**config.mk**
```make
export PLATFORM = sky130hd
export DESIGN_NAME = otter_fetch_unit
export DESIGN_NICKNAME = d
export VERILOG_FILES = /design/src/rtl/otter_pkg.sv /design/src/rtl/otter_fetch_fifo.sv /design/src/rtl/otter_fetch_unit.sv
export SDC_FILE = /design/constraint.sdc
export NUM_CORES = 1
export LEC_CHECK = 0
export BUFFER_PORTS_ARGS = -buffer_cell sky130_fd_sc_hd__buf_2
export CAP_MARGIN = 20
export CORE_UTILIZATION = 35
export DETAILED_ROUTE_END_ITERATION = 12
export GPL_ROUTABILITY_DRIVEN = 0
export HOLD_SLACK_MARGIN = 0.1
export PLACE_DENSITY = 0.62
export REMOVE_ABC_BUFFERS = 1
export SLEW_MARGIN = 10
export SYNTH_ARGS = -nofsm -noshare
export SYNTH_HDL_FRONTEND = slang
export SYNTH_SLANG_ARGS = --single-unit
```
**constraint.sdc**
```tcl
create_clock -name CLK -period 4.3 [get_ports CLK]
set_clock_uncertainty 0.2 [all_clocks]
set_input_delay 0.86 -clock CLK [delete_from_list [all_inputs] [get_ports CLK]]
set_output_delay 0.86 -clock CLK [all_outputs]
set_load 0.02 [all_outputs]
```
**src/rtl/otter_pkg.sv**
```systemverilog
// Shared OTTER definitions: PC source select encoding and the default fetch reset vector.
package otter_pkg;

  typedef enum logic [2:0] {
    PC_SEQ    = 3'd0,
    PC_JALR   = 3'd1,
    PC_BRANCH = 3'd2,
    PC_JAL    = 3'd3,
    PC_TRAP   = 3'd4,
    PC_MRET   = 3'd5
  } pc_src_t;

  localparam logic [31:0] OTTER_RESET_VEC = 32'h0000_0000;

  // Instruction fetch is always word aligned, whatever the target generator produced.
  function automatic logic [31:0] word_align(input logic [31:0] addr);
    return {addr[31:2], 2'b00};
  endfunction

endpackage

```
**src/rtl/otter_fetch_fifo.sv**
```systemverilog
// Small circular FIFO with synchronous flush; holds either fetched
// {instr, pc} pairs or the PCs of requests still awaiting a response.
module otter_fetch_fifo #(
  parameter int WIDTH = 32,
  parameter int DEPTH = 4,
  localparam int AW = $clog2(DEPTH),
  localparam int CW = $clog2(DEPTH + 1)
) (
  input  logic             clk,
  input  logic             rst,
  input  logic             flush,
  input  logic             push,
  input  logic [WIDTH-1:0] push_data,
  input  logic             pop,
  output logic [WIDTH-1:0] head,
  output logic [CW-1:0]    count
);

  localparam logic [AW-1:0] LAST = AW'(DEPTH - 1);

  logic [WIDTH-1:0] mem_r [DEPTH];
  logic [AW-1:0]    wr_ptr_r;
  logic [AW-1:0]    rd_ptr_r;
  logic [CW-1:0]    count_r;

  function automatic logic [AW-1:0] bump(input logic [AW-1:0] ptr);
    if (ptr == LAST) begin
      return {AW{1'b0}};
    end else begin
      return ptr + AW'(1);
    end
  endfunction

  // Storage write; flush only rewinds the pointers so the data needs no reset.
  always_ff @(posedge clk) begin
    if (push && !flush) begin
      mem_r[wr_ptr_r] <= push_data;
    end
  end

  // Pointer and occupancy tracking; the owner never pushes when full or pops when empty.
  always_ff @(posedge clk or posedge rst) begin
    if (rst) begin
      wr_ptr_r <= {AW{1'b0}};
      rd_ptr_r <= {AW{1'b0}};
      count_r  <= {CW{1'b0}};
    end else if (flush) begin
      wr_ptr_r <= {AW{1'b0}};
      rd_ptr_r <= {AW{1'b0}};
      count_r  <= {CW{1'b0}};
    end else begin
      wr_ptr_r <= push ? bump(wr_ptr_r) : wr_ptr_r;
      rd_ptr_r <= pop ? bump(rd_ptr_r) : rd_ptr_r;
      count_r  <= count_r + CW'(push) - CW'(pop);
    end
  end

  assign head  = mem_r[rd_ptr_r];
  assign count = count_r;

endmodule

```
**src/rtl/otter_fetch_unit.sv**
```systemverilog
// OTTER instruction-fetch front end: owns the fetch PC, issues word fetches,
// buffers responses for decode and drops in-flight fetches after a redirect.
module otter_fetch_unit
  import otter_pkg::*;
#(
  parameter logic [31:0] RESET_VEC = OTTER_RESET_VEC,
  parameter int          BUF_DEPTH = 4
) (
  input  logic        CLK,
  input  logic        RST,
  input  logic        REDIRECT_VALID,
  input  logic [2:0]  PC_SRC,
  input  logic [31:0] JALR,
  input  logic [31:0] BRANCH,
  input  logic [31:0] JAL,
  input  logic [31:0] MTVEC,
  input  logic [31:0] MEPC,
  output logic        IMEM_REQ,
  output logic [31:0] IMEM_ADDR,
  input  logic        IMEM_GNT,
  input  logic        IMEM_RVALID,
  input  logic [31:0] IMEM_RDATA,
  output logic        IF_VALID,
  output logic [31:0] IF_INSTR,
  output logic [31:0] IF_PC,
  input  logic        IF_READY
);

  localparam int CW = $clog2(BUF_DEPTH + 1);
  localparam logic [CW:0] DEPTH_V = (CW + 1)'(BUF_DEPTH);

  logic [31:0]   fetch_pc_r;
  logic [CW-1:0] drop_cnt_r;
  logic          redirect_s;
  logic [31:0]   target_s;
  logic          grant_s;
  logic          rsp_s;
  logic          keep_s;
  logic          consume_s;
  logic [CW-1:0] pend_count_s;
  logic [CW-1:0] buf_count_s;
  logic [31:0]   pend_head_s;
  logic [63:0]   buf_head_s;

  // Redirect decode; the unused encodings behave as sequential fetch.
  always_comb begin
    redirect_s = 1'b0;
    target_s   = fetch_pc_r;
    case (PC_SRC)
      PC_JALR:   begin redirect_s = REDIRECT_VALID; target_s = JALR;   end
      PC_BRANCH: begin redirect_s = REDIRECT_VALID; target_s = BRANCH; end
      PC_JAL:    begin redirect_s = REDIRECT_VALID; target_s = JAL;    end
      PC_TRAP:   begin redirect_s = REDIRECT_VALID; target_s = MTVEC;  end
      PC_MRET:   begin redirect_s = REDIRECT_VALID; target_s = MEPC;   end
      default:   begin redirect_s = 1'b0;           target_s = fetch_pc_r; end
    endcase
  end

  // In-flight plus buffered fetches never exceed the buffer, so a push can never overflow it.
  assign IMEM_REQ  = !RST && !redirect_s && (drop_cnt_r == {CW{1'b0}}) &&
                     (({1'b0, pend_count_s} + {1'b0, buf_count_s}) < DEPTH_V);
  assign IMEM_ADDR = fetch_pc_r;
  assign grant_s   = IMEM_REQ && IMEM_GNT;
  assign rsp_s     = IMEM_RVALID && (pend_count_s != {CW{1'b0}});
  assign keep_s    = rsp_s && !redirect_s && (drop_cnt_r == {CW{1'b0}});
  assign consume_s = IF_VALID && IF_READY;

  // Fetch PC and stale-response bookkeeping; a redirect never coincides with a grant.
  always_ff @(posedge CLK or posedge RST) begin
    if (RST) begin
      fetch_pc_r <= RESET_VEC;
      drop_cnt_r <= {CW{1'b0}};
    end else begin
      if (redirect_s) begin
        fetch_pc_r <= word_align(target_s);
      end else if (grant_s) begin
        fetch_pc_r <= fetch_pc_r + 32'd4;
      end else begin
        fetch_pc_r <= fetch_pc_r;
      end
      if (redirect_s) begin
        drop_cnt_r <= pend_count_s - CW'(rsp_s);
      end else if (rsp_s && (drop_cnt_r != {CW{1'b0}})) begin
        drop_cnt_r <= drop_cnt_r - CW'(1);
      end else begin
        drop_cnt_r <= drop_cnt_r;
      end
    end
  end

  otter_fetch_fifo #(.WIDTH(32), .DEPTH(BUF_DEPTH)) u_pending (
    .clk       (CLK),
    .rst       (RST),
    .flush     (1'b0),
    .push      (grant_s),
    .push_data (fetch_pc_r),
    .pop       (rsp_s),
    .head      (pend_head_s),
    .count     (pend_count_s)
  );

  otter_fetch_fifo #(.WIDTH(64), .DEPTH(BUF_DEPTH)) u_ibuf (
    .clk       (CLK),
    .rst       (RST),
    .flush     (redirect_s),
    .push      (keep_s),
    .push_data ({IMEM_RDATA, pend_head_s}),
    .pop       (consume_s),
    .head      (buf_head_s),
    .count     (buf_count_s)
  );

  assign IF_VALID = (buf_count_s != {CW{1'b0}});
  assign IF_INSTR = IF_VALID ? buf_head_s[63:32] : 32'h0000_0000;
  assign IF_PC    = IF_VALID ? buf_head_s[31:0]  : 32'h0000_0000;

endmodule
```
**After elaboration in Yosys (flattened, before gate mapping)**

Memory sizes are Yosys's and may differ from the RTL's.
Index checks and enable logic that the tools add are counted.

- Flip-flop bits (word level): 49
- Memory bits (writable): 384
- Memories: 2
- Output and inout port bits: 98
- Word-level logic and storage cells: 77
- Input bits: 201

Memory list:

| memory | words | width | rd ports | clocked after Yosys merged registers in | wr ports | RTL line | text |
|---|---|---|---|---|---|---|---|
| u_ibuf.mem_r | 4 | 64 | 1 | 0 | 1 | otter_fetch_fifo.sv:21 | `logic [WIDTH-1:0] mem_r [DEPTH];` |
| u_pending.mem_r | 4 | 32 | 1 | 0 | 1 | otter_fetch_fifo.sv:21 |  |

- Multiplexer cells: 21
- Eq/ne operators: 10
- Add/subtract/negate cells: 12
- Reduce and logical (&&, ||, !) cells: 22
- Order comparisons: 1

Operators with widths:

| cell | count |
|---|---|
| $pmux 32 s5 | 1 |
| $mux 32 | 4 |
| $add 32x3->32 const B | 1 |
| $mux 2 | 8 |
| $logic_and 1x1->1 | 10 |
| $mux 3 | 3 |
| $reduce_bool 3->1 | 3 |
| $sub 3x1->3 | 3 |
| $add 2x1->2 const B | 4 |
| $eq 2x2->1 const B | 4 |
| $reduce_bool 2->1 | 4 |
| $add 3x1->3 | 2 |
| $eq 3x2->1 const B | 2 |
| $eq 3x3->1 const B | 2 |
| $ne 6x6->1 const B | 1 |
| $mux 1 | 5 |
| $reduce_or 5->1 | 1 |
| $add 3x3->4 | 1 |
| $lt 4x3->1 const B | 1 |
| $eq 3x1->1 const B | 1 |
| $logic_not 3->1 | 1 |
| $sub 3x1->3 const B | 1 |
| $logic_not 1->1 | 2 |
| $reduce_and 2->1 | 1 |

**Logic depth before layout (Yosys ltp)**

- Depth in word-level cells: 10
- Mapped depth: 12
- Gate-level depth less buffers: 11

**Modules after synthesis**

Synthesis repeated with hierarchy kept, for this count alone.

- Cells, all modules: 1059
- Area, all modules: 18530.3 um2

Modules (own cells, without submodules):

| module | cells each | area each (um2) | sequential area each (um2) | times used |
|---|---|---|---|---|
| otter_fetch_fifo (u_ibuf) | 374 | 9699.3 | 7862.5 | 1 |
| otter_fetch_fifo (u_pending) | 208 | 5079.9 | 4018.9 | 1 |
| otter_fetch_unit | 477 | 3751.1 | 825.8 | 1 |

**Worst setup path after synthesis**

Ideal clock, no wire load.

- Path kind: input to register
- From: input PC_SRC[2]
- To: memory u_ibuf.mem_r[2][10] (enable)
- Path buffers: 2
- Setup time: 426 ps
- Setup slack: 175 ps
- Stages on the path: 6
- Data required time: 3674 ps
- Arrival: 3499 ps
- Path through: buf_2 -> or3_1 -> and3_1 -> buf_2 -> nor3_4 -> and2_1

- Word-level cells in the longest chain between the ends: 9
- Elaborated cells between the ends (all ways): 13
- Classes of those cells: 5 x eq/ne; 3 x mux; 5 x reduce/logical

Ends and longest elaborated chain:

| item | RTL line | text |
|---|---|---|
| start, declared | otter_fetch_unit.sv:12 | `input logic [2:0] PC_SRC,` |
| $eq 3x3->1 (tied with other cells) | otter_fetch_unit.sv:49 | `case (PC_SRC)` |
| $reduce_or 5->1 (no source line) (*) | - |  |
| $mux 1 (*) | otter_fetch_unit.sv:49 |  |
| $logic_not 1->1 (*) | otter_fetch_fifo.sv:36, otter_fetch_unit.sv:65 |  |
| $logic_and 1x1->1 (2 in series) | otter_fetch_unit.sv:65 | `assign keep_s = rsp_s && !redirect_s && (drop_cnt_r == {CW{1'b0}});` |
| $logic_and 1x1->1 (*) | otter_fetch_fifo.sv:36 | `if (push && !flush) begin` |
| $mux 1 (*) | otter_fetch_fifo.sv:36 |  |
| $mux 1 (not written as such) (*) | otter_fetch_fifo.sv:37 | `mem_r[wr_ptr_r] <= push_data;` |
| end, declared | otter_fetch_fifo.sv:21 |  |

Mark *: on every way between the ends. The rest lies on a longest branch, timed or not.

**Final worst setup path**

- From: register u_ibuf.count_r[1] (netlist: u_ibuf.count[1])
- To: output IF_INSTR[4]

- Word-level cells in the longest chain between the ends: 2

Ends and longest elaborated chain:

| item | RTL line | text |
|---|---|---|
| start, declared | otter_fetch_fifo.sv:24 | `logic [CW-1:0] count_r;` |
| start signal, assigned | otter_fetch_fifo.sv:46 | `count_r <= {CW{1'b0}};` |
| start signal, assigned | otter_fetch_fifo.sv:50 | `count_r <= {CW{1'b0}};` |
| start signal, assigned | otter_fetch_fifo.sv:54 | `count_r <= count_r + CW'(push) - CW'(pop);` |
| $reduce_bool 3->1 | otter_fetch_unit.sv:113 | `assign IF_VALID = (buf_count_s != {CW{1'b0}});` |
| $mux 32 | otter_fetch_unit.sv:114 | `assign IF_INSTR = IF_VALID ? buf_head_s[63:32] : 32'h0000_0000;` |
| end, declared | otter_fetch_unit.sv:24 | `output logic [31:0] IF_INSTR,` |

Every way passes these cells.

==> flow_summary.ini <==
[die]
core_region_area_um2 = 49400
die_w_um = 227
initial_core_util_pct = 35.7
io-pin-count = 299
rows = 81
die_h_um = 227
die-area_um2 = 51300

[synth]
synth_edf_count = 368
synth_cell_type_count = 50
async_flop_share_pct = 11.3
synth.most_common_cell = edfxtp_1
synth.avg_cell_area_um2 = 17.3
ys_ff_latch = 415
synth_common_cells = 368 x edfxtp_1, 92 x mux4_2, 70 x and2_1
netlist_instances = 1022
ys_top_cells_by_area = edfxtp_1 63%, mux4_2 12%, dfrtp_1 6.7%, and2_1 2.5%, mux2i_1 1.9%
synth_top_area_share_pct = 62.6
synth_area_um2 = 17600
synth_warnings = 0
ys_seq_area_share_pct = 69.3
ys.flop_type = edfxtp_1
synth_top_area_cell = edfxtp_1

[pwr]
power_density_nw_per_um2 = 600
p_switching_mw = 4.00
pwr-share-comb_pct = 28.5
power_leakage_nw = 7.74
p_sw_share_pct = 30.9
p_int_mw = 8.95
peakVddDrop_mv = 0.332
pwr-share-seq_pct = 40.5
p_clk_share_pct = 31.0

[hold_path]
hp-class = in2reg

[routing]
drt_wl_total_um = 42800
vias_per_cell = 5.01
wire_per_inst_um = 21.1
vias = 10200
drt_iter0_markers = 451
drc_errors = 0
drt_first_pass_iters = 5
ant_nets = 0

[critical_path]
critPathMaxFanout = 46
arrival_ns = 2.55
critPathRequiredTime_ns = 3.24
slowest_stage = or3_2
crit_type = reg2out
startpoint_type = flip-flop
max_stage_delay_ns = 0.72
crit_chain = or3_2, buf_4, and2_1, buf_2
cp-end-kind = output pin

[finish]
final_area_um2 = 21600
post-route-util_pct = 43.7
fill_cells = 4421
drive_above_1_share_pct = 36.4
syn_to_final_growth_pct = 22.3
final_nets = 1550

[grt]
grt_start_max_net_pins = 63
grt_util_all_layers_pct = 17.0
antenna_found_initial = 0
grt_pass1_wl_um = 63900
grt_pass1_vias = 10700
overflow = 0

[run]
max_cap_viol_count = 0

[placement]
placed_area_um2 = 20000
place_hpwl_um = 28500
portBuffers = 284

[status]
outcome = complete, no violations

[clocking]
root_buffer = clkbuf_16
clkLatencyLatePin_ns = 0.57
htree_num_levels = 2
clock-sinks = 415
clk_pin_slew_ns = 0.06
numCtsBuffers = 45
cts_tree = built
clk_path_buf_depth = 3

[sta]
fin_tns_setup_ns = 0
fin_crit_ns = 3.61
finalSetupViolCount = 0
hold_violations = 0
slew_viol_final = 0
fin_crit_sh_pct = 83.9
rsz0062_at_grt = no
tightest_slew_ns = 0.908
maxSlewHeadroom_pct = 39.3
max_freq_ghz = 0.277
==> per-stage QoR <==
stage          instances  hold WS [ns]  setup slack [ns]  total power, mW
2_1_floorplan        966         0.325            -0.168             7.74
5_1_grt             2025         0.285             0.557             13.6
3_3_place_gp        1941         0.352             0.798             9.05
3_5_place_dp        1941         0.369             0.792             9.12
4_1_cts             2023         0.272             0.599             13.2
6_report            2027         0.312             0.694             12.9
==> repair_timing <==
item,CTS,global route
hold buffers,0,1
resized for setup,0,0
endpoints found under the hold margin,0,15
setup buffers,0,0
==> routing by layer <==
layer | share of wire, % | vias to the layer above | global-route usage (%)
li1 | - | 4626 | -
met1 | 41 | 5085 | 20.8
met2 | 49 | 369 | 28.9
met3 | 5.4 | 83 | 3.76
met4 | 4.0 | 0 | 7.06
met5 | 0 | - | 0
==> cell families (layout without fill, tap and decap cells) <==
logic type,after synthesis,count (layout),share of synthesized area (%)
fa+ha+maj,23,23,1.72
compound gates,109,109,4.04
mux,131,131,14.0
flops,415,415,69.3
simple gates,228,228,7.24
buf+inv,81,417,1.99
xor+xnor,34,34,1.69
other cells,1,6,0.0213
==> cell usage in the layout, fill, tap and decap left out, types with 33 or more instances in the layout <==
| master | netlist | layout |
|---|---|---|
| dfrtp_1 | 47 | 43 |
| mux4_2 | 92 | 92 |
| nand2_1 | 34 | 34 |
| mux2i_1 | 33 | 33 |
| and2_1 | 70 | 66 |
| nor2_1 | 56 | 56 |
| edfxtp_1 | 368 | 368 |
| clkbuf_16 | 0 | 47 |
| a21oi_1 | 39 | 39 |
| buf_2 | 19 | 284 |
==> power groups by stage <==
stage | clock, mW | sequential (mW) | combinational, mW
final | 4.02 | 5.24 | 3.68
after global routing | 4.28 | 5.30 | 4.05
after CTS | 4.13 | 5.26 | 3.79
after floorplan | 0 | 5.43 | 2.31
after detailed placement | 0 | 5.34 | 3.78
after global placement | 0 | 5.32 | 3.73
==> layout make-up <==
class                   count  area, µm²  area share [%]
repair buffers            313       1780            8.25
multi-input cells         529       5090            23.6
diodes                      2       5.00          0.0232
inverters                  22       82.6           0.383
well taps                 664        831            3.85
flip-flops and latches    415      12200            56.7
clock inverters            28        342            1.58
clock buffers              54       1200            5.57
==> worst paths after layout <==
| check | start | endpoint | slack, ns | cells past startpoint |
|---|---|---|---|---|
| max in group asynchronous | RST | IMEM_ADDR[20] | 2.70 | 4 |
| setup / recovery | u_ibuf.count[1] | IF_INSTR[4] | 0.69 | 4 |
| setup reg to reg | u_ibuf.count[1] | u_ibuf.count[2] | 1.22 | 11 |
| min in group asynchronous | RST | u_ibuf.count[0] | 0.68 | 3 |
| hold / removal | IMEM_RDATA[21] | u_ibuf.mem_r[3][53] | 0.31 | 1 |
| hold reg to reg | drop_cnt_r[1] | drop_cnt_r[1] | 0.37 | 2 |
==> state kept, by name, summed over array words and instances (netlist names) <==
signal / flops
u_pending.wr_ptr_r: 2
IMEM_ADDR: 30
u_ibuf.rd_ptr_r: 2
drop_cnt_r: 3
u_pending.count: 3
u_ibuf.mem_r: 248
u_pending.rd_ptr_r: 2
u_pending.mem_r: 120
u_ibuf.count: 3
u_ibuf.wr_ptr_r: 2
==> worst max-delay path: cells and delay by family, from the launching register on <==
kind | cells | cell delay, ns
buffers and inverters | 2 | 0.53
DFF | 1 | 0.45
and+or+nand+nor | 2 | 0.95
(Power assumes the default switching activity.)
